===== config.mk =====
export PLATFORM = sky130hd
export DESIGN_NAME = guess_scorer
export DESIGN_NICKNAME = d
export VERILOG_FILES = /design/src/rtl/guess_scorer.sv
export SDC_FILE = /design/constraint.sdc
export NUM_CORES = 1
export LEC_CHECK = 0
export ABC_AREA = 1
export CORE_ASPECT_RATIO = 1.2
export CORE_MARGIN = 2
export CORE_UTILIZATION = 50
export CTS_BUF_LIST = sky130_fd_sc_hd__clkbuf_8
export DETAILED_ROUTE_END_ITERATION = 8
export GPL_TIMING_DRIVEN = 0
export PLACE_DENSITY = 0.75
export SLEW_MARGIN = 40
export SYNTH_ARGS = -nofsm -noshare
export SYNTH_HDL_FRONTEND = slang
export SYNTH_SLANG_ARGS = --single-unit

===== constraint.sdc =====
create_clock -name CLK -period 4 [get_ports CLK]
set_input_delay 1.2 -clock CLK [delete_from_list [all_inputs] [get_ports CLK]]
set_output_delay 1.2 -clock CLK [all_outputs]
set_load 0.02 [all_outputs]

===== src/rtl/guess_scorer.sv =====
// MasterMind scoring engine: latches a secret and a guess on START, counts exact-position
// matches peg by peg, then colour-only matches colour by colour via per-colour histograms.
//
// state      | meaning
// IDLE       | waiting for START; operands latched on the accepting edge
// EXACT_PASS | one peg per cycle: exact compare, else bump both histograms
// COLOR_PASS | one colour per cycle: add min(hist_s, hist_g) to partial
// FINISH     | publish results, pulse DONE, back to IDLE
module guess_scorer #(
  parameter int PEGS    = 4,
  parameter int COLOR_W = 3,
  parameter int CNT_W   = $clog2(PEGS + 1)
) (
  input  logic                      CLK,
  input  logic                      RST,
  input  logic                      START,
  input  logic [PEGS*COLOR_W-1:0]   SECRET,
  input  logic [PEGS*COLOR_W-1:0]   GUESS,
  output logic                      BUSY,
  output logic                      DONE,
  output logic [CNT_W-1:0]          EXACT,
  output logic [CNT_W-1:0]          PARTIAL,
  output logic                      WIN
);

  localparam int NCOL  = 2 ** COLOR_W;
  localparam int MAXN  = (PEGS > NCOL) ? PEGS : NCOL;
  localparam int IDX_W = (MAXN > 1) ? $clog2(MAXN) : 1;

  typedef enum logic [1:0] {
    IDLE       = 2'd0,
    EXACT_PASS = 2'd1,
    COLOR_PASS = 2'd2,
    FINISH     = 2'd3
  } state_t;

  state_t                    state_q, state_d;
  logic [IDX_W-1:0]          idx_q, idx_d;
  logic [PEGS*COLOR_W-1:0]   sec_q, sec_d;
  logic [PEGS*COLOR_W-1:0]   gss_q, gss_d;
  logic [CNT_W-1:0]          hist_s_q [NCOL];
  logic [CNT_W-1:0]          hist_s_d [NCOL];
  logic [CNT_W-1:0]          hist_g_q [NCOL];
  logic [CNT_W-1:0]          hist_g_d [NCOL];
  logic [CNT_W-1:0]          exact_acc_q, exact_acc_d;
  logic [CNT_W-1:0]          part_acc_q, part_acc_d;
  logic [CNT_W-1:0]          exact_q, exact_d;
  logic [CNT_W-1:0]          partial_q, partial_d;
  logic                      win_q, win_d;
  logic                      done_q, done_d;
  logic                      busy_q, busy_d;

  logic [COLOR_W-1:0]        s_cur, g_cur;
  logic [CNT_W-1:0]          hs_cur, hg_cur, hmin;

  // Loop muxes keep the index width independent of PEGS/NCOL array bounds.
  always_comb begin
    s_cur  = '0;
    g_cur  = '0;
    hs_cur = '0;
    hg_cur = '0;
    for (int p = 0; p < PEGS; p++) begin
      if (idx_q == IDX_W'(p)) begin
        s_cur = sec_q[p*COLOR_W +: COLOR_W];
        g_cur = gss_q[p*COLOR_W +: COLOR_W];
      end
    end
    for (int c = 0; c < NCOL; c++) begin
      if (idx_q == IDX_W'(c)) begin
        hs_cur = hist_s_q[c];
        hg_cur = hist_g_q[c];
      end
    end
    hmin = (hs_cur < hg_cur) ? hs_cur : hg_cur;
  end

  always_comb begin
    state_d     = state_q;
    idx_d       = idx_q;
    sec_d       = sec_q;
    gss_d       = gss_q;
    hist_s_d    = hist_s_q;
    hist_g_d    = hist_g_q;
    exact_acc_d = exact_acc_q;
    part_acc_d  = part_acc_q;
    exact_d     = exact_q;
    partial_d   = partial_q;
    win_d       = win_q;
    done_d      = 1'b0;

    case (state_q)
      IDLE: begin
        if (START) begin
          sec_d       = SECRET;
          gss_d       = GUESS;
          exact_acc_d = '0;
          part_acc_d  = '0;
          idx_d       = '0;
          for (int c = 0; c < NCOL; c++) begin
            hist_s_d[c] = '0;
            hist_g_d[c] = '0;
          end
          state_d = EXACT_PASS;
        end
      end
      EXACT_PASS: begin
        if (s_cur == g_cur) begin
          exact_acc_d = exact_acc_q + CNT_W'(1);
        end else begin
          hist_s_d[s_cur] = hist_s_q[s_cur] + CNT_W'(1);
          hist_g_d[g_cur] = hist_g_q[g_cur] + CNT_W'(1);
        end
        if (idx_q == IDX_W'(PEGS - 1)) begin
          idx_d   = '0;
          state_d = COLOR_PASS;
        end else begin
          idx_d = idx_q + IDX_W'(1);
        end
      end
      COLOR_PASS: begin
        part_acc_d = part_acc_q + hmin;
        if (idx_q == IDX_W'(NCOL - 1)) begin
          idx_d   = '0;
          state_d = FINISH;
        end else begin
          idx_d = idx_q + IDX_W'(1);
        end
      end
      FINISH: begin
        exact_d   = exact_acc_q;
        partial_d = part_acc_q;
        win_d     = (exact_acc_q == CNT_W'(PEGS));
        done_d    = 1'b1;
        state_d   = IDLE;
      end
      default: state_d = IDLE;
    endcase

    // BUSY stays up through the DONE cycle even though the FSM is already back in IDLE.
    busy_d = (state_d != IDLE) || done_d;
  end

  always_ff @(posedge CLK or posedge RST) begin
    if (RST) begin
      state_q     <= IDLE;
      idx_q       <= '0;
      sec_q       <= '0;
      gss_q       <= '0;
      exact_acc_q <= '0;
      part_acc_q  <= '0;
      exact_q     <= '0;
      partial_q   <= '0;
      win_q       <= 1'b0;
      done_q      <= 1'b0;
      busy_q      <= 1'b0;
      for (int c = 0; c < NCOL; c++) begin
        hist_s_q[c] <= '0;
        hist_g_q[c] <= '0;
      end
    end else begin
      state_q     <= state_d;
      idx_q       <= idx_d;
      sec_q       <= sec_d;
      gss_q       <= gss_d;
      exact_acc_q <= exact_acc_d;
      part_acc_q  <= part_acc_d;
      exact_q     <= exact_d;
      partial_q   <= partial_d;
      win_q       <= win_d;
      done_q      <= done_d;
      busy_q      <= busy_d;
      hist_s_q    <= hist_s_d;
      hist_g_q    <= hist_g_d;
    end
  end

  assign BUSY    = busy_q;
  assign DONE    = done_q;
  assign EXACT   = exact_q;
  assign PARTIAL = partial_q;
  assign WIN     = win_q;

endmodule


Word-level counts from Yosys, hierarchy flattened
Index checks and enable logic that the tools add are counted.
{"block": "totals", "regBits": 92, "inputBits": 27, "output_inout_bits": 9, "word_cells": 122}
{"block": "op_classes", "addsub": 5, "magnitude_cmp": 5, "n_eq_ne": 15, "mux": 54, "bitwise_logic": 2, "n_reduce_logical": 14}
{"cell": "3-bit 2-to-1 mux", "n": 35}
{"cell": "24-bit case mux with 2 select lines", "n": 2}
{"cell": "24-bit 2-to-1 mux", "n": 3}
{"cell": "24-bit bitwise mux", "n": 2}
{"cell": "3-bit binary-select mux with 3-bit select", "n": 2}
{"cell": "3-bit demux with 3-bit select", "n": 2}
{"cell": "3-bit == test, second input constant", "n": 5}
{"cell": "3-bit by 1-bit adder with 3-bit output, second input constant", "n": 4}
{"cell": "3-bit case mux with 2 select lines", "n": 2}
{"cell": "3-bit case mux with 3 select lines", "n": 1}
{"cell": "4-bit greater-or-equal comparator, second input constant", "n": 2}
{"cell": "4-bit by 1-bit < comparator with 1-bit output, second input constant", "n": 2}
{"cell": "3-bit NOT with 4-bit output", "n": 2}
{"cell": "2-bit case mux with 4 select lines", "n": 1}
{"cell": "3-bit by 2-bit == test with 1-bit output, second input constant", "n": 2}
{"cell": "2-bit 2-to-1 mux", "n": 3}
{"cell": "2-bit inequality test, second input constant", "n": 3}
{"cell": "2-bit AND reduction", "n": 3}
{"cell": "3-bit AND reduction", "n": 2}
{"cell": "2-bit nonzero test", "n": 3}
{"cell": "2-bit == test, second input constant", "n": 2}
{"cell": "3-bit adder", "n": 1}
{"cell": "3-bit by 1-bit == test with 1-bit output, second input constant", "n": 1}
{"cell": "3-bit == test", "n": 1}
{"cell": "8 further kinds", "n": 9}

Depth between registers and ports, before layout
Gate-level depths: netlist of the first run.
{"block": "logic_depth", "ltp_word": 13, "depth_mapped": 24, "ltp_nobuf": 23}

Worst setup path before layout of the first run
No wires, ideal clock.
{"block": "synth_path", "kind": "reg-to-reg", "start": "register idx_q[0]", "end": "register part_acc_q[2]", "arrival_time_ns": 3.311, "setup_slack_ns": 0.589, "path_stages_with_launch": 22, "n_path_buf": 3, "path_cell_list": "dfrtp_1 > ha_1 > ha_1 > buf_2 > inv_2 > buf_2 > buf_2 > o211ai_1 > nand2_1 > o211ai_1 > o211ai_1 > a21oi_1 > ha_1 > inv_1 > a21oi_1 > nand2_1 > nand2_1 > nand2_1 > ha_1 > fa_1 > and2_1 > o32ai_1"}
{"block": "synth_via", "elab_chain_len": 13}
{"element": "from (decl)", "line_no": "38", "text": "logic [IDX_W-1:0] idx_q, idx_d;"}
{"element": "from (signal assigned)", "line_no": "162", "text": "idx_q <= idx_d;"}
{"element": "3-bit logical NOT", "line_no": "69", "text": "if (idx_q == IDX_W'(c)) begin"}
{"element": "3-bit 2-to-1 mux (8 in series)", "line_no": "69"}
{"element": "3-bit < comparator", "line_no": "74", "text": "hmin = (hs_cur < hg_cur) ? hs_cur : hg_cur;"}
{"element": "3-bit 2-to-1 mux *", "line_no": "74"}
{"element": "3-bit adder *", "line_no": "121", "text": "part_acc_d = part_acc_q + hmin;"}
{"element": "3-bit case mux with 2 select lines *", "line_no": "91", "text": "case (state_q)"}
{"element": "to (signal assigned)", "line_no": "166", "text": "part_acc_q <= part_acc_d;"}
{"element": "to (decl)", "line_no": "46", "text": "logic [CNT_W-1:0] part_acc_q, part_acc_d;"}
Mark *: on every way between the ends. The rest lies on a longest branch, timed or not.
A chain may end at the register's enable or synchronous reset.

Worst setup path in the final report of the first run
Same ends and word-level chain as after synthesis.

==> key figures, run 1 <==
Routing
  – Drt total wl: 15,300 microns
  – DR vias/cell: just over 5
  – Total iterations of the first detailed-routing run: 5
  – Final ANT Viol Nets: 0
  – WL/cell: about 14 microns
  – Number of remaining DRC errors: 0
  – DRT iter0 DRCs: around 410
  – Vias: 5,485

Logic synthesis
  – Warnings from Yosys: 0
  – Post-Synth Simple-Gate Area: about two fifths
  – Post-synthesis xor/xnor area fraction: less than 1%
  – Post-synth EDFFs: 0
  – FF+latch count, synth: 92
  – Adder-cell share of the synthesized area: about 4.6%
  – Library cells used by synthesis: 39
  – Dominant synthesized flop cell: dfrtp_1
  – Mux share of post-synthesis cell area: less than 1%
  – Largest family of logic cells by synthesized area: simple AND/OR/NAND/NOR gates
  – Syn Nets: 903
  – Mapped Cells: approximately 860
  – Synth top area share: around 39%
  – Syn_area_per_cell: between 6 and 7 sq um
  – Post-synthesis compound-gate area fraction: 6.56%
  – Dominant cells by area after synthesis: dfrtp_1 (39%), nand2_1 (25%), inv_1 (5.5%), nand3_1 (4.5%), ha_1 (4.3%)
  – Register area share after synthesis: roughly two fifths
  – Leading area contributor after synthesis: dfrtp_1
  – Async SR Flop Fraction: 100%
  – Mapped cell area: ~5800 sq um

Global route
  – GRT Resource Usage Total: a little over a quarter
  – Initial antenna violation count: 0
  – Global route overflow: 0
  – Largest net degree at the start of global routing: 49
  – Number of global-route vias before repair: around 5,300
  – First-pass GRT wire length: about 26,000 microns

Finish
  – Reg area: roughly 2300 sq um
  – Final Util: between 50% and 60%
  – Nets: 949
  – Share of cells above drive strength 1: under 10%
  – Fillers: 1,070
  – Multi-input logic area: approximately 3000 sq um
  – P&R area growth vs syn: 13.8%
  – Most common cell after layout, fill and taps aside: nand2_1
  – Ant diodes: 0
  – Most frequent cells in the layout: nand2_1 (384), dfrtp_1 (91), inv_1 (85)

STA
  – Fin crit period: 3.75 ns
  – FMAX: 266 MHz
  – Final Cycle Share: a little over nine tenths
  – Rel. slew slack: a little over half
  – Unrepaired setup endpoints after global routing: no
  – Clk_skew: roughly 0.010 ns
  – # setup viols final: 0
  – Endpoints failing hold: 0
  – Post-route setup slack: 0.245 ns
  – Max Transition Viols Final: 0
  – Worst Max-Slew Pin Slew: between 0.7 and 0.8 ns

Worst setup path
  – Worst endpoint required time: roughly 4.3 ns
  – Worst-case reg-to-reg path depth: 19
  – Worst Path Arrival: between 4 and 5 ns
  – CP Launch Point: idx_q[0]$_DFFE_PP0P_
  – Critical path destination: part_acc_q[2]$_DFFE_PP0P_
  – Reg2Reg Launch Point: idx_q[0]$_DFFE_PP0P_
  – R2R setup slack: between 0.2 and 0.25 ns
  – CP Capture Type: flip-flop
  – Worst Setup Path Type: flip-flop to flip-flop
  – Critical path launch point type: flip-flop
  – R2r endpoint: part_acc_q[2]$_DFFE_PP0P_
  – Crit-path max FO: 21

Clock network
  – CTS HTree Levels: 3
  – Skew-Pair Late Insertion Delay: 0.38 ns
  – CTS max path bufs: 2
  – Clk root buf: clkbuf_8
  – Total CTS buffers: 9
  – Hold_buf cts: 0
  – CTS tree: built
  – Reg clk slew, reported paths: around 0.09 ns
  – # clock sinks: a little over 90

Placement
  – DP Wirelength: between 10,000 and 15,000 microns
  – Worst slack at placement: ~0.033 ns
  – # port buffers: 35
  – Placer Congestion: roughly 0.9

Die
  – Core area: ~11,000 sq um
  – Row count: 43
  – Die height: between 100 and 150 microns
  – Total die area: ~13,000 sq um
  – Starting Density: 50.9%
  – Top Ports: 36
  – Die width: slightly above 100 microns

Run status
  – Status: complete, no violations

Flow run
  – Maxcap violations: 0

Min path
  – Type of the tightest min-delay check: flip-flop to flip-flop
==> worst min path at each step <==
stage	cells past startpoint	end	start
final	2	hist_g_q[3]$_DFFE_PP0P_	hist_g_q[3]$_DFFE_PP0P_
after global routing	2	sec_q[6]$_DFFE_PP0P_	sec_q[6]$_DFFE_PP0P_
after CTS	2	hist_g_q[3]$_DFFE_PP0P_	hist_g_q[3]$_DFFE_PP0P_
after detailed placement	2	hist_g_q[3]$_DFFE_PP0P_	hist_g_q[3]$_DFFE_PP0P_
after global placement	2	hist_g_q[3]$_DFFE_PP0P_	hist_g_q[3]$_DFFE_PP0P_
after floorplan	2	gss_q[9]$_DFFE_PP0P_	gss_q[9]$_DFFE_PP0P_
==> through the flow <==
| step | hold WS (ns) | cell area (sq um) | cells | setup TNS (ns) |
|---|---|---|---|---|
| after floorplan | 0.441 | 5830 | 855 | 0 |
| after global placement | 0.454 | 6380 | 1047 | -95.23 |
| after detailed placement | 0.461 | 6410 | 1048 | 0 |
| after CTS | 0.482 | 6630 | 1063 | 0 |
| after global routing | 0.513 | 6640 | 1062 | 0 |
| final | 0.477 | 6640 | 1062 | 0 |
==> critical path: stages, from the launching register on <==
cell      delay (ns)
dfrtp_1         0.41
ha_1            0.24
ha_1            0.18
clkbuf_4        0.20
inv_2           0.28
o211ai_1        0.15
nand2_1         0.09
o211ai_1        0.08
o211ai_1        0.14
a21oi_1         0.11
ha_1            0.32
inv_1           0.05
a21oi_1         0.21
nand2_1         0.10
nand2_1         0.06
nand2_1         0.07
ha_1            0.20
fa_1            0.38
and2_1          0.17
o32ai_1         0.22
==> final cells by class <==
cell class                 instances  share of cell area [%]
buffer                            21                    1.56
clock inverter                     5                    1.17
multi-input combinational        639                    45.8
timing repair buffer              38                    5.92
clock buffer                      10                    2.07
tap                              157                    2.96
sequential                        92                    34.7
inverter                         100                    5.77
==> synthesized netlist by cell type, types with 2 or more instances <==
cell / instances
a21oi_1: 20
a22oi_1: 2
buf_1: 3
buf_2: 7
clkbuf_1: 12
clkinv_1: 3
dfrtp_1: 92
ha_1: 20
inv_1: 85
inv_2: 11
nand2_1: 384
nand2_2: 7
nand2_4: 6
nand3_1: 52
nand3_4: 2
nand3b_1: 7
nand4_1: 9
nor2_1: 52
nor2_2: 11
nor2_4: 3
nor3_1: 5
o211ai_1: 5
o21ai_0: 27
o21ai_1: 2
o22ai_1: 7
or2_2: 7
xor2_1: 2
==> sequential cells by signal (all words and copies together) (netlist names) <==
register	flops
hist_s_q	24
EXACT	3
state_q	2
DONE	1
part_acc_q	3
hist_g_q	24
WIN	1
BUSY	1
gss_q	12
PARTIAL	3
sec_q	12
idx_q	3
exact_acc_q	3
==> cell families (layout without fill, tap and decap cells) <==
logic type | count (synthesis) | in the layout
fa+ha+maj | 21 | 21
flops | 92 | 92
compound gates | 67 | 67
buf+inv | 124 | 174
mux | 1 | 1
simple gates | 548 | 548
xor+xnor | 2 | 2
==> per-layer routing <==
| metal | global-route usage [%] | vias up | part of all wire, % |
|---|---|---|---|
| li1 | - | 2739 | - |
| met1 | 34.8 | 2538 | 43 |
| met2 | 43.8 | 177 | 49 |
| met3 | 2.79 | 31 | 5.1 |
| met4 | 11.7 | 0 | 2.7 |
| met5 | 0 | - | 0 |
==> repair_timing <==
item                       4_1_cts  5_1_grt
gates resized for setup          0        4
hold endpoints to repair         0        0
buffers inserted                 0        2
setup endpoints to repair        0        2
Power of run 1 is not shown: default switching activity piles up to over one toggle a cycle in this logic, so the estimate is an artifact.
==> inputs of run 2 (changes only) <==
--- a/config.mk
+++ b/config.mk
@@ -13,7 +13,8 @@
 export DETAILED_ROUTE_END_ITERATION = 8
 export GPL_TIMING_DRIVEN = 0
 export PLACE_DENSITY = 0.75
-export SLEW_MARGIN = 40
+export SKIP_CTS_REPAIR_TIMING = 1
+export SKIP_LAST_GASP = 1
 export SYNTH_ARGS = -nofsm -noshare
 export SYNTH_HDL_FRONTEND = slang
 export SYNTH_SLANG_ARGS = --single-unit
==> key figures, run 2 (synthesis gave the netlist of run 1 again) <==
Run status
  – Status: complete, no violations

Worst setup path
  – CP max-delay cell: dfrtp_2
  – CP Cell Sequence: inv_2 -> ha_1 -> clkbuf_4 -> inv_2 -> o211ai_1 -> nand3_1 -> o211ai_1 -> nand3_1 -> nand2_1 -> o21ai_0 -> ha_1 -> inv_1 -> a21oi_1 -> nand2_1 -> nand2_1 -> nand2_1 -> ha_1 -> fa_1 -> and2_1 -> o32ai_1
  – Worst Path Arrival: approximately 4.0 ns
  – Worst endpoint required time: between 4 and 5 ns
  – CP most frequent cell: nand2_1
  – Crit-path max cell delay: around 0.50 ns
  – Worst Setup Path Type: flip-flop to flip-flop
  – R2r endpoint: part_acc_q[2]$_DFFE_PP0P_
  – R2R setup slack: between 0.2 and 0.25 ns
  – Critical path launch point type: flip-flop
  – Reg2Reg Launch Point: idx_q[2]$_DFFE_PP0P_
  – CP Capture Type: flip-flop
  – CP Launch Point: idx_q[2]$_DFFE_PP0P_
  – Worst-case reg-to-reg path depth: 20
  – Crit-path max FO: 21
  – Critical path destination: part_acc_q[2]$_DFFE_PP0P_

Min path
  – Hold_sp: hist_g_q[3]$_DFFE_PP0P_
  – Type of the tightest min-delay check: flip-flop to flip-flop

Routing
  – DRT iter0 DRCs: between 400 and 500
  – Drt total wl: approximately 16,000 microns
  – WL/cell: 14.7 microns
  – Total iterations of the first detailed-routing run: 5
  – Number of remaining DRC errors: 0
  – Vias: ~5,600
  – Final ANT Viol Nets: 0
  – DR vias/cell: 5.22

Finish
  – Most common cell after layout, fill and taps aside: nand2_1
  – Top flop regs: hist_g_q: 24 flops, hist_s_q: 24 flops
  – P&R area growth vs syn: 13.5%
  – Ant diodes: 0
  – Share of cells above drive strength 1: 8.50%
  – Nets: roughly 950
  – Most frequent cells in the layout: nand2_1 (384), dfrtp_1 (91), inv_1 (86)
  – Final Util: between 50 and 60%

Global route
  – GRT Resource Usage Total: about 27%
  – Global route overflow: 0
  – Initial antenna violation count: 0
  – First-pass GRT wire length: about 26,000 microns
  – Largest net degree at the start of global routing: 49
  – Number of global-route vias before repair: approximately 5,400

Placement
  – Placer Congestion: between 0.9 and 1
  – # port buffers: 35
  – DP Wirelength: approximately 11,000 microns

STA
  – Final Cycle Share: ~94%
  – # setup viols final: 0
  – Clk_skew: just over 0.009 ns
  – Fin crit period: between 3 and 4 ns
  – Endpoints failing hold: 0
  – Max Transition Viols Final: 0
  – Rel. slew slack: 52.2%
  – Worst Max-Slew Pin Slew: ~0.72 ns
  – FMAX: 265 MHz
  – Unrepaired setup endpoints after global routing: no

Clock network
  – Skew-Pair Late Insertion Delay: between 0.3 and 0.4 ns
  – Reg clk slew, reported paths: about 0.090 ns
  – # clock sinks: slightly above 90
  – CTS max path bufs: 2
  – CTS HTree Levels: 3
  – CTS tree: built
  – Clk root buf: clkbuf_8
  – Total CTS buffers: 9

Die
  – Row count: 43
  – Core area: 11,500 sq um
  – Total die area: 12,600 sq um
  – Top Ports: 36
  – Starting Density: around 50%
  – Die width: 103 microns
  – Die height: roughly 120 microns

Flow run
  – Maxcap violations: 0
run 2: cell count changes in the layout (fill, tap and decap cells not counted):
cell,before,now
inv_1,85,86
clkinv_4,1,0
bufinv_16,2,1
clkbuf_8,10,11
inv_4,1,2
run 2: area by class of cell:
type / count / area, sq um
Buffer: 21 / 104
Clock buffer: 11 / 151
Clock inverter: 5 / 51.3
Fill cell: 1084 / 4840
Inverter: 100 / 380
Multi-Input combinational cell: 639 / 3040
Sequential cell: 92 / 2300
Tap cell: 157 / 196
Timing Repair Buffer: 38 / 393
run 2: stage by stage:
step / hold WS [ns] / cells / setup slack (ns) / setup TNS [ns] / area, sq um
global route: 0.520 / 1063 / 0.00831 / 0 / 6620
CTS: 0.482 / 1064 / -0.00741 / -0.00741 / 6610
detailed placement: 0.461 / 1048 / 0.0376 / 0 / 6410
global placement: 0.454 / 1047 / -1.04 / -95.23 / 6380
floorplan: 0.441 / 855 / 0.408 / 0 / 5830
finish: 0.480 / 1063 / 0.232 / 0 / 6620
run 2: worst min path at each step:
stage                                         end  slack, ns  depth (start not counted)
after detailed placement  hist_g_q[3]$_DFFE_PP0P_       0.46                          2
after CTS                 hist_g_q[3]$_DFFE_PP0P_       0.48                          2
after global placement    hist_g_q[3]$_DFFE_PP0P_       0.45                          2
after floorplan              gss_q[9]$_DFFE_PP0P_       0.44                          2
final                     hist_g_q[3]$_DFFE_PP0P_       0.48                          2
after global routing         sec_q[6]$_DFFE_PP0P_       0.52                          2
run 2: critical path: cells and delay by family, from the launching register on:
kind,cells,cell delay (ns)
and+or+nand+nor,7,0.69
adders and majority gates,4,1.07
buffers and inverters,4,0.59
AOI/OAI and AO/OA,5,0.82
DFF,1,0.50
run 2: per-layer routing:
metal / GRT usage (%) / routed length (microns) / vias up / share of wire (%)
li1: - / - / 2743 / -
met1: 34.9 / 6560 / 2582 / 42
met2: 45.6 / 7750 / 199 / 50
met3: 3.64 / 942 / 27 / 6.0
met4: 10.3 / 329 / 0 / 2.1
met5: 0 / 0 / - / 0
Power of run 2 is left out for the same reason.
==> inputs of run 3 (changes only) <==
--- a/config.mk
+++ b/config.mk
@@ -7,12 +7,11 @@
 export LEC_CHECK = 0
 export ABC_AREA = 1
 export CORE_ASPECT_RATIO = 1.2
-export CORE_MARGIN = 2
 export CORE_UTILIZATION = 50
 export CTS_BUF_LIST = sky130_fd_sc_hd__clkbuf_8
 export DETAILED_ROUTE_END_ITERATION = 8
 export GPL_TIMING_DRIVEN = 0
-export PLACE_DENSITY = 0.75
+export PLACE_DENSITY = 0.69
 export SKIP_CTS_REPAIR_TIMING = 1
 export SKIP_LAST_GASP = 1
 export SYNTH_ARGS = -nofsm -noshare
==> constraint.sdc (replaced) <==
create_clock -name CLK -period 3.7 [get_ports CLK]
set_input_delay 1.11 -clock CLK [delete_from_list [all_inputs] [get_ports CLK]]
set_output_delay 1.11 -clock CLK [all_outputs]
set_load 0.02 [all_outputs]
==> key figures, run 3 (synthesis gave the netlist of run 1 again) <==
Worst setup path
  – Crit-path max FO: 7
  – Worst Path Arrival: around 3.8 ns
  – R2R setup slack: ~0.14 ns
  – R2r endpoint: part_acc_q[2]$_DFFE_PP0P_
  – CP Capture Type: flip-flop
  – Critical path launch point type: flip-flop
  – Worst Setup Path Type: flip-flop to flip-flop
  – Worst-case reg-to-reg path depth: 22
  – CP Launch Point: idx_q[0]$_DFFE_PP0P_
  – Reg2Reg Launch Point: idx_q[0]$_DFFE_PP0P_
  – Worst endpoint required time: about 4.0 ns

Clock network
  – CTS tree: built
  – # clock sinks: between 90 and 100
  – CTS max path bufs: 2
  – Clk root buf: clkbuf_8
  – Skew-Pair Late Insertion Delay: 0.37 ns
  – CTS HTree Levels: 3
  – Total CTS buffers: 9
  – Reg clk slew, reported paths: roughly 0.1 ns

Global route
  – Number of global-route vias before repair: around 5,400
  – First-pass GRT wire length: around 27,000 microns
  – GRT Resource Usage Total: 28.8%
  – Global route overflow: 0
  – Largest net degree at the start of global routing: 53
  – Initial antenna violation count: 0

Placement
  – DP Wirelength: ~12,000 microns
  – Worst slack at placement: -0.456 ns
  – # port buffers: 35
  – Placer Congestion: about 0.98

Die
  – Total die area: about 12,000 sq um
  – Starting Density: roughly 52%
  – Die height: around 120 microns
  – Core area: between 10,000 and 15,000 sq um
  – Row count: 42
  – Top Ports: 36
  – Die width: approximately 100 microns

Min path
  – Worst Hold Endpoint: gss_q[11]$_DFFE_PP0P_
  – Hold_sp: gss_q[11]$_DFFE_PP0P_
  – Worst hold stages: 2
  – Type of the tightest min-delay check: flip-flop to flip-flop

STA
  – Max Transition Viols Final: 0
  – FMAX: roughly 280 MHz
  – Final Cycle Share: between 90 and 100%
  – Rel. slew slack: slightly above 50%
  – Post-route setup slack: 0.141 ns
  – # setup viols final: 0
  – Endpoints failing hold: 0
  – Fin crit period: 3.56 ns
  – Unrepaired setup endpoints after global routing: yes
  – Worst Max-Slew Pin Slew: about 0.7 ns
  – Clk_skew: 0.0156 ns

Finish
  – Ant diodes: 0
  – Share of cells above drive strength 1: a little under an eighth
  – Nets: just under 1,000
  – P&R area growth vs syn: 18.1%
  – Most frequent cells in the layout: nand2_1 (382), dfrtp_1 (91), inv_1 (82)
  – Most common cell after layout, fill and taps aside: nand2_1
  – Top flop regs: hist_g_q: 24 flops, hist_s_q: 24 flops

Routing
  – DRT iter0 DRCs: 357
  – Drt total wl: approximately 16,000 microns
  – Vias: 5,664
  – WL/cell: about 15 microns
  – Final ANT Viol Nets: 0
  – Number of remaining DRC errors: 0
  – Total iterations of the first detailed-routing run: 6
  – DR vias/cell: 5.24

Run status
  – Status: complete, no violations

Flow run
  – Maxcap violations: 0
[run 3: how the worst max path moves through the flow]
stage | end | slack (ns) | cells after the start
floorplan | BUSY$_DFF_PP0_ | 0.20 | 1
global route | part_acc_q[2]$_DFFE_PP0P_ | -0.05 | 22
CTS | part_acc_q[2]$_DFFE_PP0P_ | -0.49 | 22
finish | part_acc_q[2]$_DFFE_PP0P_ | 0.14 | 22
global placement | hist_s_q[9]$_DFFE_PP0P_ | -1.22 | 2
detailed placement | part_acc_q[2]$_DFFE_PP0P_ | -0.46 | 22
[run 3: critical path: stages, from the launching register on]
cell	delay [ns]
dfrtp_1	0.43
ha_2	0.21
ha_1	0.19
buf_6	0.14
inv_2	0.07
buf_6	0.12
buf_8	0.11
o21ai_0	0.07
a21oi_1	0.18
o21ai_1	0.12
a21oi_1	0.19
inv_1	0.06
ha_1	0.26
inv_1	0.06
nor2_1	0.04
nand2_1	0.09
nand2_1	0.08
nand2_1	0.08
nand2_2	0.06
ha_2	0.18
fa_2	0.33
and2_1	0.17
o32ai_2	0.20
[run 3: cell type report]
cell class              count  area (sq um)
flip-flops and latches     92          2300
clock inverters             6          70.1
plain buffers              24           153
fillers                  1052          4300
inverters                 100           385
repair buffers             55           551
clock buffers              10           138
well taps                 154           193
multi-input cells         639          3100
[run 3: stage by stage]
step	hold WS, ns	area (sq um)	TNS [ns]	std cells	utilization [%]
2_1_floorplan	0.441	5830	0	855	-
3_3_place_gp	0.459	6380	-111.70	1044	57.0
3_5_place_dp	0.461	6410	-0.721	1045	57.2
4_1_cts	0.488	6610	-0.801	1061	59.1
5_1_grt	0.511	6890	-0.0870	1080	61.6
6_report	0.481	6890	0	1080	61.6
[run 3: layer usage]
metal | up-vias | GRT usage, % | part of all wire, %
met5 | - | 0 | 0
met4 | 0 | 12.6 | 3.4
met1 | 2617 | 38.9 | 43
li1 | 2790 | - | -
met2 | 213 | 46.1 | 47
met3 | 44 | 3.93 | 6.0
Power of run 3 is left out for the same reason.
